==> src/rtl/sequenciador_programa_pkg.sv <==
// sequenciador_programa_pkg
//   Shared definitions for the program sequencer: opcode constants, the
//   position of the opcode field inside a 16-bit instruction word and the
//   FSM state encoding.
package sequenciador_programa_pkg;

   localparam int OP_MSB = 8;
   localparam int OP_LSB = 6;

   localparam logic [2:0] OP_MV   = 3'b000;
   localparam logic [2:0] OP_MVI  = 3'b001;
   localparam logic [2:0] OP_ADD  = 3'b010;
   localparam logic [2:0] OP_SUB  = 3'b011;
   localparam logic [2:0] OP_HALT = 3'b111;

   typedef enum logic [3:0] {
      ST_IDLE      = 4'd0,
      ST_FETCH     = 4'd1,
      ST_LATCH     = 4'd2,
      ST_LATCH_IMM = 4'd3,
      ST_ISSUE     = 4'd4,
      ST_ISSUE_IMM = 4'd5,
      ST_WAIT_DONE = 4'd6,
      ST_HALT      = 4'd7,
      ST_ERR       = 4'd8,
      ST_STEP_WAIT = 4'd9
   } state_t;

   function automatic logic [2:0] get_opcode(input logic [15:0] word);
      return word[OP_MSB:OP_LSB];
   endfunction

endpackage

==> src/rtl/sequenciador_programa_contador_timeout.sv <==
// contador_timeout
//   Watchdog for the processor handshake. Counts cycles while enabled and
//   flags expiry during the TIMEOUT-th consecutive enabled cycle, so the
//   owner can leave on the edge that ends that cycle.
// Ports:
//   i_clock   system clock, rising edge
//   i_reset   synchronous active-high reset
//   i_clear   restart the count (has priority over i_enable)
//   i_enable  count this cycle
//   o_expired TIMEOUT enabled cycles have elapsed without a clear
module contador_timeout #(
   parameter int TIMEOUT = 8
) (
   input  logic i_clock,
   input  logic i_reset,
   input  logic i_clear,
   input  logic i_enable,
   output logic o_expired
);

   localparam int CW = (TIMEOUT > 1) ? $clog2(TIMEOUT) : 1;
   localparam logic [CW-1:0] LIMIT = CW'(TIMEOUT - 1);

   logic [CW-1:0] r_count;

   always_ff @(posedge i_clock) begin
      if (i_reset) begin
         r_count <= '0;
      end else if (i_clear) begin
         r_count <= '0;
      end else if (i_enable && (r_count != LIMIT)) begin
         r_count <= r_count + 1'b1;
      end
   end

   // The count holds the number of enabled cycles already completed, so
   // reaching LIMIT means the current cycle is the TIMEOUT-th one.
   assign o_expired = i_enable && (r_count == LIMIT);

endmodule

==> src/rtl/sequenciador_programa.sv <==
// sequenciador_programa
//   Feeds a multicycle processor from a synchronous program ROM. Fetches each
//   instruction (plus the immediate for MVI), presents it on o_din with o_run
//   high until i_done, then advances the program counter. A HALT opcode stops
//   the sequence; a watchdog moves to an error state if i_done never comes.
// Optional build macro:
//   SEQ_STEP_EN  adds i_step; after each completed instruction the FSM waits
//                in STEP_WAIT for a step pulse before fetching the next one.
// Ports:
//   i_clock        system clock, rising edge
//   i_reset        synchronous active-high reset, highest priority
//   i_start        start at address 0 (only honoured in IDLE or HALT)
//   o_mem_addr     ROM address, data returns on i_mem_data one cycle later
//   i_mem_data     ROM data, opcode in bits [8:6]
//   o_din          word presented to the processor
//   o_run          processor run request
//   i_done         processor instruction-complete pulse
//   o_pc           address of the current instruction
//   o_instr_count  completed instructions (wrapping)
//   o_halted       HALT opcode reached
//   o_error        watchdog expired (cleared only by reset)
//   i_step         single-step advance (SEQ_STEP_EN builds only)
//
// state        | meaning
// -------------+-----------------------------------------------------------
// ST_IDLE      | waiting for start, run low
// ST_FETCH     | ROM address = pc
// ST_LATCH     | capture instruction word, decode opcode
// ST_LATCH_IMM | capture MVI immediate (read from pc+1)
// ST_ISSUE     | run high, din = instruction, one cycle
// ST_ISSUE_IMM | run high, din = immediate, one cycle
// ST_WAIT_DONE | run high until done
// ST_HALT      | HALT opcode reached, start restarts from address 0
// ST_ERR       | watchdog expired, left only through reset
// ST_STEP_WAIT | instruction done, waiting for a step pulse
module sequenciador_programa
   import sequenciador_programa_pkg::*;
#(
   parameter int ADDR_W  = 5,
   parameter int TIMEOUT = 8
) (
   input  logic              i_clock,
   input  logic              i_reset,
   input  logic              i_start,
   output logic [ADDR_W-1:0] o_mem_addr,
   input  logic [15:0]       i_mem_data,
   output logic [15:0]       o_din,
   output logic              o_run,
   input  logic              i_done,
   output logic [ADDR_W-1:0] o_pc,
   output logic [15:0]       o_instr_count,
   output logic              o_halted,
   output logic              o_error
`ifdef SEQ_STEP_EN
   ,
   input  logic              i_step
`endif
);

   state_t            r_state;
   state_t            w_next_state;
   logic [ADDR_W-1:0] r_pc;
   logic [15:0]       r_instr;
   logic [15:0]       r_imm;
   logic [15:0]       r_instr_count;

   logic              w_run_state;
   logic              w_done_acc;
   logic              w_wd_expired;
   logic              w_instr_is_mvi;
   logic [2:0]        w_data_opcode;
   logic [ADDR_W-1:0] w_pc_inc;
   state_t            w_after_done;

   assign w_run_state    = (r_state == ST_ISSUE) || (r_state == ST_ISSUE_IMM) ||
                           (r_state == ST_WAIT_DONE);
   assign w_done_acc     = w_run_state && i_done;
   assign w_instr_is_mvi = (get_opcode(r_instr) == OP_MVI);
   assign w_data_opcode  = get_opcode(i_mem_data);
   assign w_pc_inc       = w_instr_is_mvi ? ADDR_W'(2) : ADDR_W'(1);

`ifdef SEQ_STEP_EN
   assign w_after_done = ST_STEP_WAIT;
`else
   assign w_after_done = ST_FETCH;
`endif

   contador_timeout #(
      .TIMEOUT (TIMEOUT)
   ) u_watchdog (
      .i_clock   (i_clock),
      .i_reset   (i_reset),
      .i_clear   (w_done_acc),
      .i_enable  (w_run_state),
      .o_expired (w_wd_expired)
   );

   always_ff @(posedge i_clock) begin
      if (i_reset) begin
         r_state <= ST_IDLE;
      end else begin
         r_state <= w_next_state;
      end
   end

   // Done is tested before the watchdog so a completion on the expiry edge
   // is still accepted.
   always_comb begin
      w_next_state = r_state;
      case (r_state)
         ST_IDLE:      if (i_start) w_next_state = ST_FETCH;
         ST_FETCH:     w_next_state = ST_LATCH;
         ST_LATCH: begin
            if (w_data_opcode == OP_HALT)      w_next_state = ST_HALT;
            else if (w_data_opcode == OP_MVI)  w_next_state = ST_LATCH_IMM;
            else                               w_next_state = ST_ISSUE;
         end
         ST_LATCH_IMM: w_next_state = ST_ISSUE;
         ST_ISSUE: begin
            if (i_done)              w_next_state = w_after_done;
            else if (w_wd_expired)   w_next_state = ST_ERR;
            else if (w_instr_is_mvi) w_next_state = ST_ISSUE_IMM;
            else                     w_next_state = ST_WAIT_DONE;
         end
         ST_ISSUE_IMM: begin
            if (i_done)            w_next_state = w_after_done;
            else if (w_wd_expired) w_next_state = ST_ERR;
            else                   w_next_state = ST_WAIT_DONE;
         end
         ST_WAIT_DONE: begin
            if (i_done)            w_next_state = w_after_done;
            else if (w_wd_expired) w_next_state = ST_ERR;
         end
         ST_HALT:      if (i_start) w_next_state = ST_FETCH;
         ST_ERR:       w_next_state = ST_ERR;
`ifdef SEQ_STEP_EN
         ST_STEP_WAIT: if (i_step) w_next_state = ST_FETCH;
`endif
         default:      w_next_state = ST_IDLE;
      endcase
   end

   always_comb begin
      o_run      = w_run_state;
      o_halted   = (r_state == ST_HALT);
      o_error    = (r_state == ST_ERR);
      o_mem_addr = r_pc;
      o_din      = '0;
      case (r_state)
         // The immediate follows its opcode in ROM; the address wraps with pc.
         ST_LATCH:     if (w_data_opcode == OP_MVI) o_mem_addr = r_pc + ADDR_W'(1);
         ST_ISSUE:     o_din = r_instr;
         ST_ISSUE_IMM: o_din = r_imm;
         ST_WAIT_DONE: o_din = w_instr_is_mvi ? r_imm : r_instr;
         default:      o_din = '0;
      endcase
   end

   always_ff @(posedge i_clock) begin
      if (i_reset) begin
         r_pc          <= '0;
         r_instr       <= '0;
         r_imm         <= '0;
         r_instr_count <= '0;
      end else begin
         case (r_state)
            ST_IDLE, ST_HALT: if (i_start) r_pc <= '0;
            ST_LATCH:         r_instr <= i_mem_data;
            ST_LATCH_IMM:     r_imm   <= i_mem_data;
            default:          ;
         endcase
         if (w_done_acc) begin
            r_pc          <= r_pc + w_pc_inc;
            r_instr_count <= r_instr_count + 16'd1;
         end
      end
   end

   assign o_pc          = r_pc;
   assign o_instr_count = r_instr_count;

endmodule

==> config.mk <==
export PLATFORM = sky130hd
export DESIGN_NAME = sequenciador_programa
export DESIGN_NICKNAME = d
export VERILOG_FILES = /design/src/rtl/sequenciador_programa_pkg.sv /design/src/rtl/sequenciador_programa_contador_timeout.sv /design/src/rtl/sequenciador_programa.sv
export SDC_FILE = /design/constraint.sdc
export NUM_CORES = 1
export LEC_CHECK = 0
export CAP_MARGIN = 30
export CORE_ASPECT_RATIO = 0.75
export CORE_MARGIN = 2
export CORE_UTILIZATION = 55
export DETAILED_ROUTE_END_ITERATION = 12
export GPL_ROUTABILITY_DRIVEN = 0
export PLACE_DENSITY_LB_ADDON = 0.3
export SLEW_MARGIN = 30
export SYNTH_ARGS = -nofsm -noshare
export SYNTH_HDL_FRONTEND = slang
export SYNTH_HIERARCHICAL = 1
export SYNTH_SLANG_ARGS = --single-unit
==> constraint.sdc <==
create_clock -name i_clock -period 5 [get_ports i_clock]
set_input_delay 1 -clock i_clock [delete_from_list [all_inputs] [get_ports i_clock]]
set_output_delay 1 -clock i_clock [all_outputs]
set_load 0.01 [all_outputs]
==> results.rst <==
.. list-table::
   :header-rows: 1

   * - Metric
     - Value
   * - Average wire per cell in the routed design
     - 14.3 um
   * - H-tree levels
     - 3
   * - Via count
     - 2966
   * - Detailed-route DRC error count
     - 0
   * - Post-synthesis async set-or-reset flop share
     - 0%
   * - Post-synth net total
     - 410
   * - Worst Tran Pin Value
     - 0.729 ns
   * - Synthesized cell area
     - 0.00299 mm^2
   * - Most used flip-flop cell after synthesis
     - sky130_fd_sc_hd__dfxtp_1
   * - Count of state elements after synthesis
     - 60
   * - Category of the worst setup path launch point
     - register
   * - Sequential element share of the synthesized area
     - 40.2%
   * - Number of global-route vias before repair
     - 2603
   * - Finish-stage setup viols
     - 0
   * - Number of antenna violations at the first check in global routing
     - 0
   * - Std-Cell Core Area
     - 0.00530 mm^2
   * - Dpl cells
     - 498
   * - Switching power
     - 0.438 mW
   * - Worst path required time
     - 4.00 ns
   * - Length of routed met2 wiring
     - 3380 um
   * - Max Clock Skew
     - 0.00479 ns
   * - First-iteration detailed-routing DRC count
     - 314
   * - MaxCap Viol Count
     - 0
   * - Highest-delay cell along the critical path
     - sky130_fd_sc_hd__dfxtp_1
   * - Hpwl dp
     - 4780 um
   * - Sink Count
     - 60
   * - Clock period minus worst slack
     - 3.88 ns
   * - Final #Nets
     - 460
   * - Worst-case headroom to the max-slew limit
     - 51.3%
   * - CTS root buffer
     - sky130_fd_sc_hd__clkbuf_8
   * - Static leakage
     - 1.28 nW
   * - Sequential cell fraction of total power
     - 43.8%
   * - WL met3
     - 492 um
   * - DIE HEIGHT
     - 67.9 um
   * - WS Path Type
     - register to primary output
   * - Floorplan row count
     - 23
   * - Highest layer used for signal routing
     - met4
   * - Pwr/cell area
     - 357 mW/mm^2
   * - Critical-path maximum fanout
     - 24
   * - Worst IR Drop VDD
     - 0.000262 V
   * - Number of diodes added for antenna fixing
     - 0
   * - Internal power
     - 0.935 mW
   * - Sort of element at the end of the critical path
     - primary output
   * - Final worst slack
     - 1.12 ns
   * - Placed inst area
     - 0.00364 mm^2
   * - Gate family responsible for the most delay along the worst path
     - buffers and inverters
   * - Portion of total power attributed to combinational logic
     - 23.0%
   * - Number of buffers created by CTS
     - 9
   * - Die boundary width
     - 89.2 um
   * - Setup WS pre-CTS
     - 1.14 ns
   * - Setup repair after global routing missed its margin
     - no
   * - Synthesized instance count
     - 384
   * - Clock network latency to the later pin of the worst-skew pair
     - 0.34 ns
   * - Area growth from synthesis to final layout
     - 28.7%
   * - Maximum frequency from static timing analysis
     - 0.258 GHz
   * - Maximum number of pins on one net before global-route repair
     - 65
   * - Post-Layout Inst Area
     - 0.00385 mm^2
   * - Number of input and output port buffers inserted
     - 64
   * - Number of synthesized flops with an enable pin
     - 0
   * - Worst-path cell chain
     - nor4b_2 > buf_4 > and3_1 > nand4_1 > xnor2_1 > clkdlybuf4s50_1
   * - Result of the run
     - complete, no violations
   * - Switch share
     - 31.9%
   * - Cts hold-fix bufs
     - 0
   * - Period utilization
     - 77.6%
   * - Crit path buffers/inverters
     - 2
   * - Remaining global-route overflow
     - 0
   * - Max incr delay on CP
     - 0.79 ns
   * - CTS tree
     - done
   * - Fraction of layout cells with a size suffix above 1
     - 5.95%
   * - ANT nets after route
     - 0
   * - I/O Pins
     - 65
   * - CTS max path bufs
     - 2
   * - Mean number of vias per cell
     - 5.79
   * - Sum of routed wire segments on met1
     - 3390 um
   * - Effective utilization at floorplan
     - 56.5%
   * - Avg Cell Area, Syn
     - 7.79 um^2
   * - Area of the die
     - 0.00605 mm^2
   * - Clock transition at the registers of the reported paths
     - 0.06 ns
   * - Length of the first detailed-routing pass in iterations
     - 4
   * - Global-route wire length before repair
     - 11800 um
   * - Buffers inserted by post-CTS timing repair
     - 0
   * - Overall track demand over capacity in global routing
     - 25.0%
   * - Final Routed Wirelength
     - 7320 um
   * - Max-slew violations
     - 0
   * - Warnings, synthesis
     - 6
   * - Clock group share of total power
     - 33.2%
   * - Data arrival time at the worst-slack endpoint
     - 2.88 ns
   * - Layout Cells excl Fill
     - 512
   * - Post_cts resized
     - 0
   * - Final-report hold violation count
     - 0
   * - Tightest Hold Check Type
     - register to register
   * - Library cells used by synthesis
     - 46
   * - Setup TNS
     - 0 ns
## cell usage in the layout, fill, tap and decap left out, types with 11 or more instances in the layout
cell,n
sky130_fd_sc_hd__nand2_1,81
sky130_fd_sc_hd__clkbuf_8,13
sky130_fd_sc_hd__dfxtp_1,60
sky130_fd_sc_hd__nor3_1,13
sky130_fd_sc_hd__o21ai_0,17
sky130_fd_sc_hd__nor2_1,14
sky130_fd_sc_hd__a22o_1,13
sky130_fd_sc_hd__nand3_1,12
sky130_fd_sc_hd__xnor2_1,11
sky130_fd_sc_hd__a21oi_1,48
sky130_fd_sc_hd__clkdlybuf4s50_1,63
## worst register-to-register path, stage by stage (launching register included)
cell and delay, ns:
sky130_fd_sc_hd__dfxtp_1 0.78, sky130_fd_sc_hd__nand2b_1 0.45, sky130_fd_sc_hd__or4_1 0.79, sky130_fd_sc_hd__or4_1 0.53
sky130_fd_sc_hd__a21oi_1 0.14
## layer usage
metal / vias to the layer above / track usage, %
li1: 1458 / -
met1: 1393 / 34.3
met2: 108 / 36.9
met3: 7 / 7.36
met4: 0 / 9.89
met5: - / 0
## final timing paths
kind	startpoint	endpoint	slack, ns	cells past startpoint
max reg2reg	r_state[2]	o_instr_count[15]	2.25	4
max	r_state[1]	o_mem_addr[4]	1.12	6
min	r_instr[0]	r_instr[0]	0.46	2
min reg2reg	r_instr[0]	r_instr[0]	0.46	2
## power groups by stage
stage                     Combinational (mW)  Sequential, mW  Clock, mW
after CTS                              0.313           0.599      0.462
final                                  0.316           0.602      0.456
after detailed placement               0.310           0.609          0
after global routing                   0.349           0.611      0.482
after global placement                 0.304           0.606          0
after floorplan                        0.264           0.560          0
## cell usage after synthesis, types with 2 or more instances
| cell | n | area share (%) |
|---|---|---|
| sky130_fd_sc_hd__a211oi_1 | 3 | 0.75 |
| sky130_fd_sc_hd__a21oi_1 | 48 | 8.0 |
| sky130_fd_sc_hd__a22o_1 | 13 | 3.8 |
| sky130_fd_sc_hd__a311oi_1 | 2 | 0.59 |
| sky130_fd_sc_hd__a31oi_1 | 3 | 0.63 |
| sky130_fd_sc_hd__and3_1 | 2 | 0.42 |
| sky130_fd_sc_hd__buf_1 | 2 | 0.25 |
| sky130_fd_sc_hd__buf_2 | 3 | 0.50 |
| sky130_fd_sc_hd__clkbuf_1 | 22 | 2.8 |
| sky130_fd_sc_hd__dfxtp_1 | 60 | 40 |
| sky130_fd_sc_hd__ha_1 | 6 | 2.5 |
| sky130_fd_sc_hd__inv_1 | 8 | 1.0 |
| sky130_fd_sc_hd__mux2i_1 | 2 | 0.67 |
| sky130_fd_sc_hd__nand2_1 | 81 | 10 |
| sky130_fd_sc_hd__nand2b_1 | 3 | 0.63 |
| sky130_fd_sc_hd__nand3_1 | 12 | 2.0 |
| sky130_fd_sc_hd__nand4_1 | 8 | 1.7 |
| sky130_fd_sc_hd__nor2_1 | 14 | 1.8 |
| sky130_fd_sc_hd__nor2b_1 | 3 | 0.63 |
| sky130_fd_sc_hd__nor3_1 | 14 | 2.3 |
| sky130_fd_sc_hd__nor4_1 | 5 | 1.0 |
| sky130_fd_sc_hd__o21ai_0 | 17 | 2.8 |
| sky130_fd_sc_hd__o22ai_1 | 2 | 0.42 |
| sky130_fd_sc_hd__o31ai_1 | 2 | 0.50 |
| sky130_fd_sc_hd__o32ai_1 | 2 | 0.59 |
| sky130_fd_sc_hd__or3_1 | 10 | 2.1 |
| sky130_fd_sc_hd__or4_1 | 6 | 1.5 |
| sky130_fd_sc_hd__xnor2_1 | 11 | 3.2 |
| sky130_fd_sc_hd__xor2_1 | 3 | 0.88 |
## per-stage QoR
stage / power (mW) / hold slack [ns] / util (%)
6_report: 1.37 / 0.456 / 72.7
5_1_grt: 1.44 / 0.474 / 72.7
4_1_cts: 1.37 / 0.457 / 72.7
3_5_place_dp: 0.919 / 0.448 / 68.8
3_3_place_gp: 0.911 / 0.442 / 68.6
2_1_floorplan: 0.824 / 0.436 / -
## registers in the layout (all words and copies together), names as in the netlist
name	count
r_instr	16
u_watchdog/r_count	3
o_instr_count	16
r_state	4
o_pc	5
r_imm	16
## area by class of cell
cell class              count  area [um^2]
multi-input cells         288         1660
fillers                   425         1450
flip-flops and latches     60         1200
repair buffers             67          661
clock buffers              13          179
well taps                  75         93.8
clock inverters             1         30.0
inverters                   8         30.0
## cell families after synthesis
logic type,share of synthesized area [%]
multiplexers,1.05
flip-flops,40.2
buffers and inverters,4.89
AO/OA/AOI/OAI,19.6
AND/OR/NAND/NOR,27.7
adder cells (fa/ha/maj),2.51
XOR/XNOR,4.10
(Power assumes the default switching activity.)
